### src/rtl/alu_pkg.sv
// rtl/alu_pkg.sv - shared op codes, FSM encoding and widths for nibble_alu_seq
package alu_pkg;
  localparam int W       = 16;
  localparam int NIBBLES = 4;

  localparam logic [2:0] OP_AND = 3'b000;
  localparam logic [2:0] OP_OR  = 3'b001;
  localparam logic [2:0] OP_ADD = 3'b010;
  localparam logic [2:0] OP_SUB = 3'b110;
  localparam logic [2:0] OP_SLT = 3'b111;

  localparam logic [1:0] IDLE = 2'd0;
  localparam logic [1:0] RUN  = 2'd1;
  localparam logic [1:0] FIN  = 2'd2;
endpackage

### src/rtl/alu_slice4.sv
// rtl/alu_slice4.sv - combinational 4-bit carry-lookahead ALU slice
module alu_slice4
  import alu_pkg::*;
(
  input  logic [3:0] a,
  input  logic [3:0] b,
  input  logic       ci,
  input  logic [2:0] op,
  output logic [3:0] r,
  output logic       c_out,
  output logic       c3
);

  logic [3:0] g;
  logic [3:0] p;
  logic [4:0] c;

  assign g = a & b;
  assign p = a ^ b;

  // Every carry is a flat sum of products of g/p/ci, no ripple chain.
  assign c[0] = ci;
  assign c[1] = g[0] | (p[0] & ci);
  assign c[2] = g[1] | (p[1] & g[0]) | (p[1] & p[0] & ci);
  assign c[3] = g[2] | (p[2] & g[1]) | (p[2] & p[1] & g[0]) | (p[2] & p[1] & p[0] & ci);
  assign c[4] = g[3] | (p[3] & g[2]) | (p[3] & p[2] & g[1]) | (p[3] & p[2] & p[1] & g[0])
              | (p[3] & p[2] & p[1] & p[0] & ci);

  assign c_out = c[4];
  assign c3    = c[3];

  always_comb begin
    r = 4'h0;
    case (op)
      OP_AND:  r = g;
      OP_OR:   r = a | b;
      OP_ADD:  r = p ^ c[3:0];
      default: r = 4'h0;
    endcase
  end
endmodule

### src/rtl/nibble_alu_seq.sv
// rtl/nibble_alu_seq.sv - 16-bit ALU evaluated one nibble per cycle through a single 4-bit slice
module nibble_alu_seq
  import alu_pkg::*;
(
  input  logic          clk,
  input  logic          reset,
  input  logic          start,
  input  logic [W-1:0]  a,
  input  logic [W-1:0]  b,
  input  logic [2:0]    op,
  output logic          busy,
  output logic          done,
  output logic [W-1:0]  result,
  output logic          c_out,
  output logic          zero,
  output logic          overflow,
  output logic          illegal
);

  logic [1:0]   state;
  logic [1:0]   n;
  logic [W-1:0] a_q;
  logic [W-1:0] b_q;
  logic [2:0]   op_q;
  logic         carry;
  logic [11:0]  acc;

  logic         inv;
  logic         arith;
  logic         legal;
  logic [3:0]   s_b;
  logic [2:0]   s_op;
  logic [3:0]   s_r;
  logic         s_cout;
  logic         s_c3;
  logic [W-1:0] full;
  logic         ovf;
  logic         lt;

  always_comb begin
    inv   = (op_q == OP_SUB) || (op_q == OP_SLT);
    arith = inv || (op_q == OP_ADD);
    legal = arith || (op_q == OP_AND) || (op_q == OP_OR);
    s_b   = b_q[3:0] ^ {4{inv}};
    s_op  = arith ? OP_ADD : op_q;
    full  = {s_r, acc};
    ovf   = s_c3 ^ s_cout;
    lt    = full[W-1] ^ ovf;
  end

  alu_slice4 u_slice (
    .a     (a_q[3:0]),
    .b     (s_b),
    .ci    (carry),
    .op    (s_op),
    .r     (s_r),
    .c_out (s_cout),
    .c3    (s_c3)
  );

  assign busy = (state != IDLE);

  // Operands shift right so the active nibble always sits in bits [3:0];
  // results enter acc from the top, leaving the low 12 bits in place after nibble 2.
  always_ff @(posedge clk) begin
    if (reset) begin
      state    <= IDLE;
      n        <= 2'd0;
      a_q      <= '0;
      b_q      <= '0;
      op_q     <= OP_AND;
      carry    <= 1'b0;
      acc      <= '0;
      done     <= 1'b0;
      result   <= '0;
      c_out    <= 1'b0;
      zero     <= 1'b0;
      overflow <= 1'b0;
      illegal  <= 1'b0;
    end else begin
      done <= 1'b0;
      case (state)
        IDLE: begin
          if (start) begin
            a_q   <= a;
            b_q   <= b;
            op_q  <= op;
            n     <= 2'd0;
            carry <= (op == OP_SUB) || (op == OP_SLT);
            state <= RUN;
          end
        end
        RUN: begin
          a_q   <= a_q >> 4;
          b_q   <= b_q >> 4;
          acc   <= {s_r, acc[11:4]};
          carry <= s_cout;
          n     <= n + 2'd1;
          if (n == 2'd3) begin
            state   <= FIN;
            done    <= 1'b1;
            illegal <= !legal;
            if (!legal) begin
              result   <= '0;
              zero     <= 1'b1;
              c_out    <= 1'b0;
              overflow <= 1'b0;
            end else if (op_q == OP_SLT) begin
              result   <= {{(W-1){1'b0}}, lt};
              zero     <= !lt;
              c_out    <= 1'b0;
              overflow <= 1'b0;
            end else begin
              result   <= full;
              zero     <= (full == '0);
              c_out    <= arith ? s_cout : 1'b0;
              overflow <= arith ? ovf : 1'b0;
            end
          end
        end
        FIN:     state <= IDLE;
        default: state <= IDLE;
      endcase
    end
  end
endmodule

### config.mk
export PLATFORM = sky130hd
export DESIGN_NAME = nibble_alu_seq
export DESIGN_NICKNAME = d
export VERILOG_FILES = /design/src/rtl/alu_pkg.sv /design/src/rtl/alu_slice4.sv /design/src/rtl/nibble_alu_seq.sv
export SDC_FILE = /design/constraint.sdc
export NUM_CORES = 1
export LEC_CHECK = 0
export BUFFER_PORTS_ARGS = -buffer_cell sky130_fd_sc_hd__buf_4
export CORE_MARGIN = 2
export CORE_UTILIZATION = 50
export CTS_CLUSTER_DIAMETER = 200
export DETAILED_ROUTE_END_ITERATION = 10
export MAX_ROUTING_LAYER = met4
export PLACE_DENSITY = 0.87
export SETUP_SLACK_MARGIN = 0.1
export SYNTH_ARGS = -nofsm -noshare
export SYNTH_HDL_FRONTEND = slang
export SYNTH_SLANG_ARGS = --single-unit
### constraint.sdc
create_clock -name clk -period 2.5 [get_ports clk]
set_input_delay 0.25 -clock clk [delete_from_list [all_inputs] [get_ports clk]]
set_output_delay 0.25 -clock clk [all_outputs]
set_load 0.1 [all_outputs]
# Word-level counts from Yosys, hierarchy flattened
# Cells that the tools add are included.
# classes
add_sub_neg	1
eq_ne	12
n_mux	24
bitwise	34
n_reduce_logical	18
# op_table
cell	n
$mux 16	4
$pmux 16 s2	2
$and 1x1->1	16
$logic_not 16->1	1
$eq 3x3->1 const B	4
$pmux 4 s3	1
$xor 4x4->4	3
$mux 1	10
$or 1x1->1	10
$pmux 2 s2	2
$reduce_and 2->1	4
$eq 3x1->1 const B	2
$eq 3x2->1 const B	2
$logic_not 3->1	2
$mux 2	3
$logic_or 1x1->1	5
$and 4x4->4	1
$ne 2x2->1 const B	2
$or 4x4->4	1
$reduce_bool 2->1	2
$mux 3	1
$add 2x1->2 const B	1
$eq 2x1->1 const B	1
$eq 2x2->1 const B	1
6 further kinds	8
# totals
register_bits	73
inputBits	38
output_inout_bits	22
wordCells	102

# Depth between registers and ports, before layout
# logic_depth
depth_word	14
ltp_mapped	11
ltp_nobuf	10

# By module
# A second synthesis with hierarchy kept.
# hier_totals
cells_unflattened	406
hier_area_um2	3493.4
# modules_own_cells
mod	instances	cells_per_inst	area_each_um2	seq_area_each_um2
nibble_alu_seq	1	357	3098.0	1461.4
alu_slice4	1	49	395.4	0.0

# Worst setup path after synthesis
# No wires, ideal clock.
# synth_timing
path_kind	register -> register
startpoint	reg op_q[1]
endpoint	reg result[0]
setup_ns	0.085
arrival_ns	2.284
t_required_ns	2.415
slack_ns	0.131
stages_incl_launch_ff	12
n_path_buf	1
period_less_slack_ns	2.369
cell_sequence	dfxtp_1 buf_2 nand2_1 xnor2_1 inv_1 ha_1 a21oi_1 o21ai_0 and3_1 or2_1 xor2_1 o31ai_2
# synth_via
elab_chain_len	13
elab_cells_between_ends	42
cone_classes	6 x eq/ne; 4 x mux; 26 x bitwise; 6 x reduce/logical
# synth_rtl
element	line_no	text
from (decl)	nibble_alu_seq.sv:24	logic [2:0] op_q;
from (signal assigned)	nibble_alu_seq.sv:87	op_q <= op;
$eq 3x3->1 (on tied branches)	nibble_alu_seq.sv:41, nibble_alu_seq.sv:108	
$logic_or 1x1->1	nibble_alu_seq.sv:41	inv = (op_q == OP_SUB) || (op_q == OP_SLT);
$xor 4x4->4	nibble_alu_seq.sv:44	s_b = b_q[3:0] ^ {4{inv}};
$xor 4x4->4 / $and 4x4->4 (equally long branches)	alu_slice4.sv:19, alu_slice4.sv:18	
$and 1x1->1 (on tied branches)	alu_slice4.sv:25, alu_slice4.sv:26, alu_slice4.sv:27	
$or 1x1->1 (tied with other cells) (3 in a row)	alu_slice4.sv:25	assign c[3] = g[2] | (p[2] & g[1]) | (p[2] & p[1] & g[0]) | (p[2] & p[1] & p[0] & ci);
$xor 4x4->4 / $or 1x1->1 (equally long branches)	alu_slice4.sv:37, alu_slice4.sv:27	
$pmux 4 s3 / $xor 1x1->1 (equally long branches)	alu_slice4.sv:34, nibble_alu_seq.sv:47	
$xor 1x1->1	nibble_alu_seq.sv:48	lt = full[W-1] ^ ovf;
$mux 16	nibble_alu_seq.sv:108	end else if (op_q == OP_SLT) begin
$mux 16 (*)	nibble_alu_seq.sv:103	if (!legal) begin
to (signal assigned)	nibble_alu_seq.sv:109	result <= {{(W-1){1'b0}}, lt};
to (signal assigned)	nibble_alu_seq.sv:114	result <= full;
to (decl)	nibble_alu_seq.sv:13	output logic [W-1:0] result,
# Every way passes the cells marked *; elsewhere a longest branch is shown, timed or not.
# A chain may end at the register's enable or synchronous reset.

# Worst setup path after layout
# layout_timing
startpoint	reg op_q[2]
endpoint	reg zero
# layout_via
elab_chain_len	14
elab_cells_between_ends	51
cone_classes	6 x eq/ne; 4 x mux; 33 x bitwise; 8 x reduce/logical
# layout_rtl
element	line_no	text
branches (longest 13 deep; another with $logic_not 16->1)	--	
$mux 1 (*)	nibble_alu_seq.sv:103	
to (signal assigned)	nibble_alu_seq.sv:110	zero <= !lt;
to (signal assigned)	nibble_alu_seq.sv:115	zero <= (full == '0);
to (decl)	nibble_alu_seq.sv:15	output logic zero,
# Mark *: on every way between the ends.

==> impl_metrics.py <==
metrics = {
    "floorplanning": {
        "rows": 29,
        "die_w_um": 85.22,
        "initial_core_util": 0.5194,
        "pin_count": 60,
        "core_um2": 6350,
        "dieArea_um2": 7262,
        "die_y_um": 85.22,
    },
    "worst_hold_path": {
        "worstHoldPathCells": 3,
        "hold_path_end": "b_q[14]",
        "hp-start": "b[14]",
        "hold_path_class": "primary input to register",
    },
    "detailed_routing": {
        "final_antenna_net_count": 0,
        "wirelength_um": 7775,
        "vias_per_cell": 5.770,
        "drcViolationCount": 0,
        "drt_iter0_drc": 262,
        "firstDrtPassIters": 5,
        "wire_per_inst_um": 14.29,
        "vias": 3139,
    },
    "pwr": {
        "power_leakage_uw": 0.001633,
        "ir_drop_mv": 0.3772,
        "p_per_area_nw_per_um2": 607.6,
    },
    "worst_setup_path": {
        "cp-start-kind": "register",
        "reg2reg_to": "zero",
        "worst-r2r-setup-slack_ps": 160,
        "cp.arrival_ps": 2570,
        "crit_fanout": 7,
        "r2r-start": "op_q[2]",
        "reg2regPathDepth": 10,
        "worstSetupEndpointType": "register",
        "crit_type": "register to register",
        "cp.required_ps": 2730,
    },
    "outcome": {
        "status": "complete, no violations",
    },
    "clock_tree": {
        "clk_pin_slew_ps": 70,
        "cts_setup_buffers": 0,
        "cts_buffer_depth": 2,
        "htree_num_levels": 3,
        "cts_tree": "done",
        "clk_latency_ps": 350,
        "cts_made_buffers": 9,
        "root_buffer": "clkbuf_8",
        "clkSinkCount": 73,
    },
    "cells_and_area": {
        "postLayoutCoreUtil": 0.6246,
        "diodes": 0,
        "nets": 513,
        "drive_above_1_share": 0.2013,
        "instances_no_fill": 544,
        "syn_to_final_growth_pct": 20.26,
    },
    "grt": {
        "grt_util_met2": 0.3615,
        "grt_pass1_wl_um": 13180,
        "grt-ovfl-total": 0,
        "grt_max_degree": 76,
        "use_met3": 0.04669,
        "grtUsageTotal": 0.2301,
        "antenna_found_initial": 0,
        "grt_pass1_vias": 2944,
        "grtUsageMet1": 0.2876,
        "grt.busiest_layer": "met2",
    },
    "sta": {
        "final-max-slew-violation-count": 0,
        "setup_viol": 0,
        "hold_violations": 0,
        "tightestPinTransition_ps": 783.4,
        "fmax_mhz": 427.4,
        "post-route-period-util": 0.9358,
        "period_minus_slack_ps": 2339,
        "finClkSkew_ps": 4.316,
        "relSlewSlack": 0.4777,
        "rsz0062_at_grt": "no",
    },
    "synth": {
        "synth-seq-area-share": 0.4431,
        "syn_area_per_cell_um2": 7.909,
        "yosysMostFrequentCell": "nand2_1",
        "synth_edf_count": 0,
        "synth-seq-cells": 73,
        "ys_warn_count": 0,
        "synthCells": 417,
        "synthTopCellsByArea": "dfxtp_1 (44%), nand2_1 (10%), nor2_1 (6.8%)",
        "ys_types": 43,
        "syn-cell-area_um2": 3298,
        "synthArstFlopShare": 0,
        "synth_top_cell_area_share": 0.4431,
        "yosysTopAreaCell": "dfxtp_1",
        "ys.flop_type": "dfxtp_1",
        "yosys-top-cells-count": "nand2_1 (91), dfxtp_1 (73), nor2_1 (60), a21oi_1 (36), a311oi_1 (24)",
        "synth_nets": 465,
    },
    "place": {
        "hpwl_um": 5404,
        "io_buffers": 59,
        "gp_congestion": 1.054,
        "dp.cells": 531,
    },
    "job": {
        "maxCapViolCount": 0,
    },
}
## critical path: stages, from the launching register on
cell and delay, ps:
dfxtp_4 390, nand2_4 100, xnor2_2 180, inv_1 100
ha_1 310, a21oi_2 180, o21ai_0 130, and3_1 230
a2111oi_0 340, nand4bb_1 180, nand3_1 80
## kinds of logic (layout without fill, tap and decap cells)
logic type / after synthesis / count (layout) / share of synthesized area
AND/OR/NAND/NOR: 193 / 193 / 0.2496
AO/OA/AOI/OAI: 89 / 89 / 0.1866
flip-flops: 73 / 73 / 0.4431
buffers and inverters: 42 / 92 / 0.05235
adder cells (fa/ha/maj): 10 / 10 / 0.04021
XOR/XNOR: 7 / 7 / 0.01859
multiplexers: 3 / 3 / 0.009484
## worst max-delay path by stage
stage / startpoint / end / slack [ps] / cells after the start
floorplan: op_q[1] / result[0] / 130 / 11
global placement: op_q[2] / zero / 170 / 10
detailed placement: op_q[2] / result[0] / -50 / 10
CTS: op_q[2] / result[0] / 130 / 10
global route: op_q[2] / result[0] / 90 / 10
finish: op_q[2] / zero / 160 / 10
## metrics by stage
step / setup WS [ps] / total power (uW) / hold WS [ps] / area, um^2 / TNS (ps)
final: 160.5 / 2410 / 148.6 / 3966 / 0
after global routing: 86.94 / 2532 / 156.6 / 3966 / 0
after CTS: 129.4 / 2410 / 142.4 / 3931 / 0
after global placement: 166.1 / 1656 / 444.8 / 3772 / 0
after detailed placement: -48.31 / 1674 / 451.4 / 3772 / -95.88
after floorplan: 131.3 / 1554 / 386.0 / 3298 / 0
## cells in the final DEF (no fill, tap or decap), types with 3 or more instances in the layout
cell type | netlist | layout
nand2b_1 | 4 | 3
inv_1 | 12 | 12
nor3_1 | 4 | 4
nand3_1 | 12 | 12
and2_1 | 4 | 4
a22oi_1 | 17 | 17
nor4_1 | 3 | 3
a311oi_1 | 24 | 24
clkbuf_8 | 0 | 9
nand2_1 | 91 | 90
nor2_1 | 60 | 60
xnor2_2 | 0 | 3
ha_1 | 9 | 9
clkinv_2 | 0 | 3
dfxtp_1 | 73 | 71
buf_4 | 2 | 67
a21oi_1 | 36 | 34
## sequential cells by signal (all words and copies together), names as in the netlist, 2 cells and up
| register | flops |
|---|---|
| state | 2 |
| b_q | 16 |
| op_q | 3 |
| result | 16 |
| a_q | 16 |
| acc | 12 |
| n | 2 |
## report_power, final
group	internal [uW]	total, uW	switching, uW
Combinational	160	388	228
Sequential	1220	1270	49.8
Clock	339	747	408
Total	1720	2410	686
## repair_timing
action                     in CTS  in global routing
setup endpoints to repair       4                  4
hold endpoints to repair        0                  0
resized for setup               3                  8
hold buffers                    0                  0
## area by class of cell
class / instances / area [um^2]
inverter: 12 / 45.04
multi-input combinational: 302 / 1708
timing repair buffer: 67 / 503.0
clock inverter: 4 / 23.77
fill: 566 / 2384
sequential: 73 / 1466
clock buffer: 9 / 123.9
tap: 77 / 96.34
## routing by layer
layer,vias to the layer above,share of wire
met5,-,0
met4,0,0.020
met3,16,0.058
met2,104,0.49
met1,1489,0.43
li1,1530,-
(Power assumes the default switching activity.)
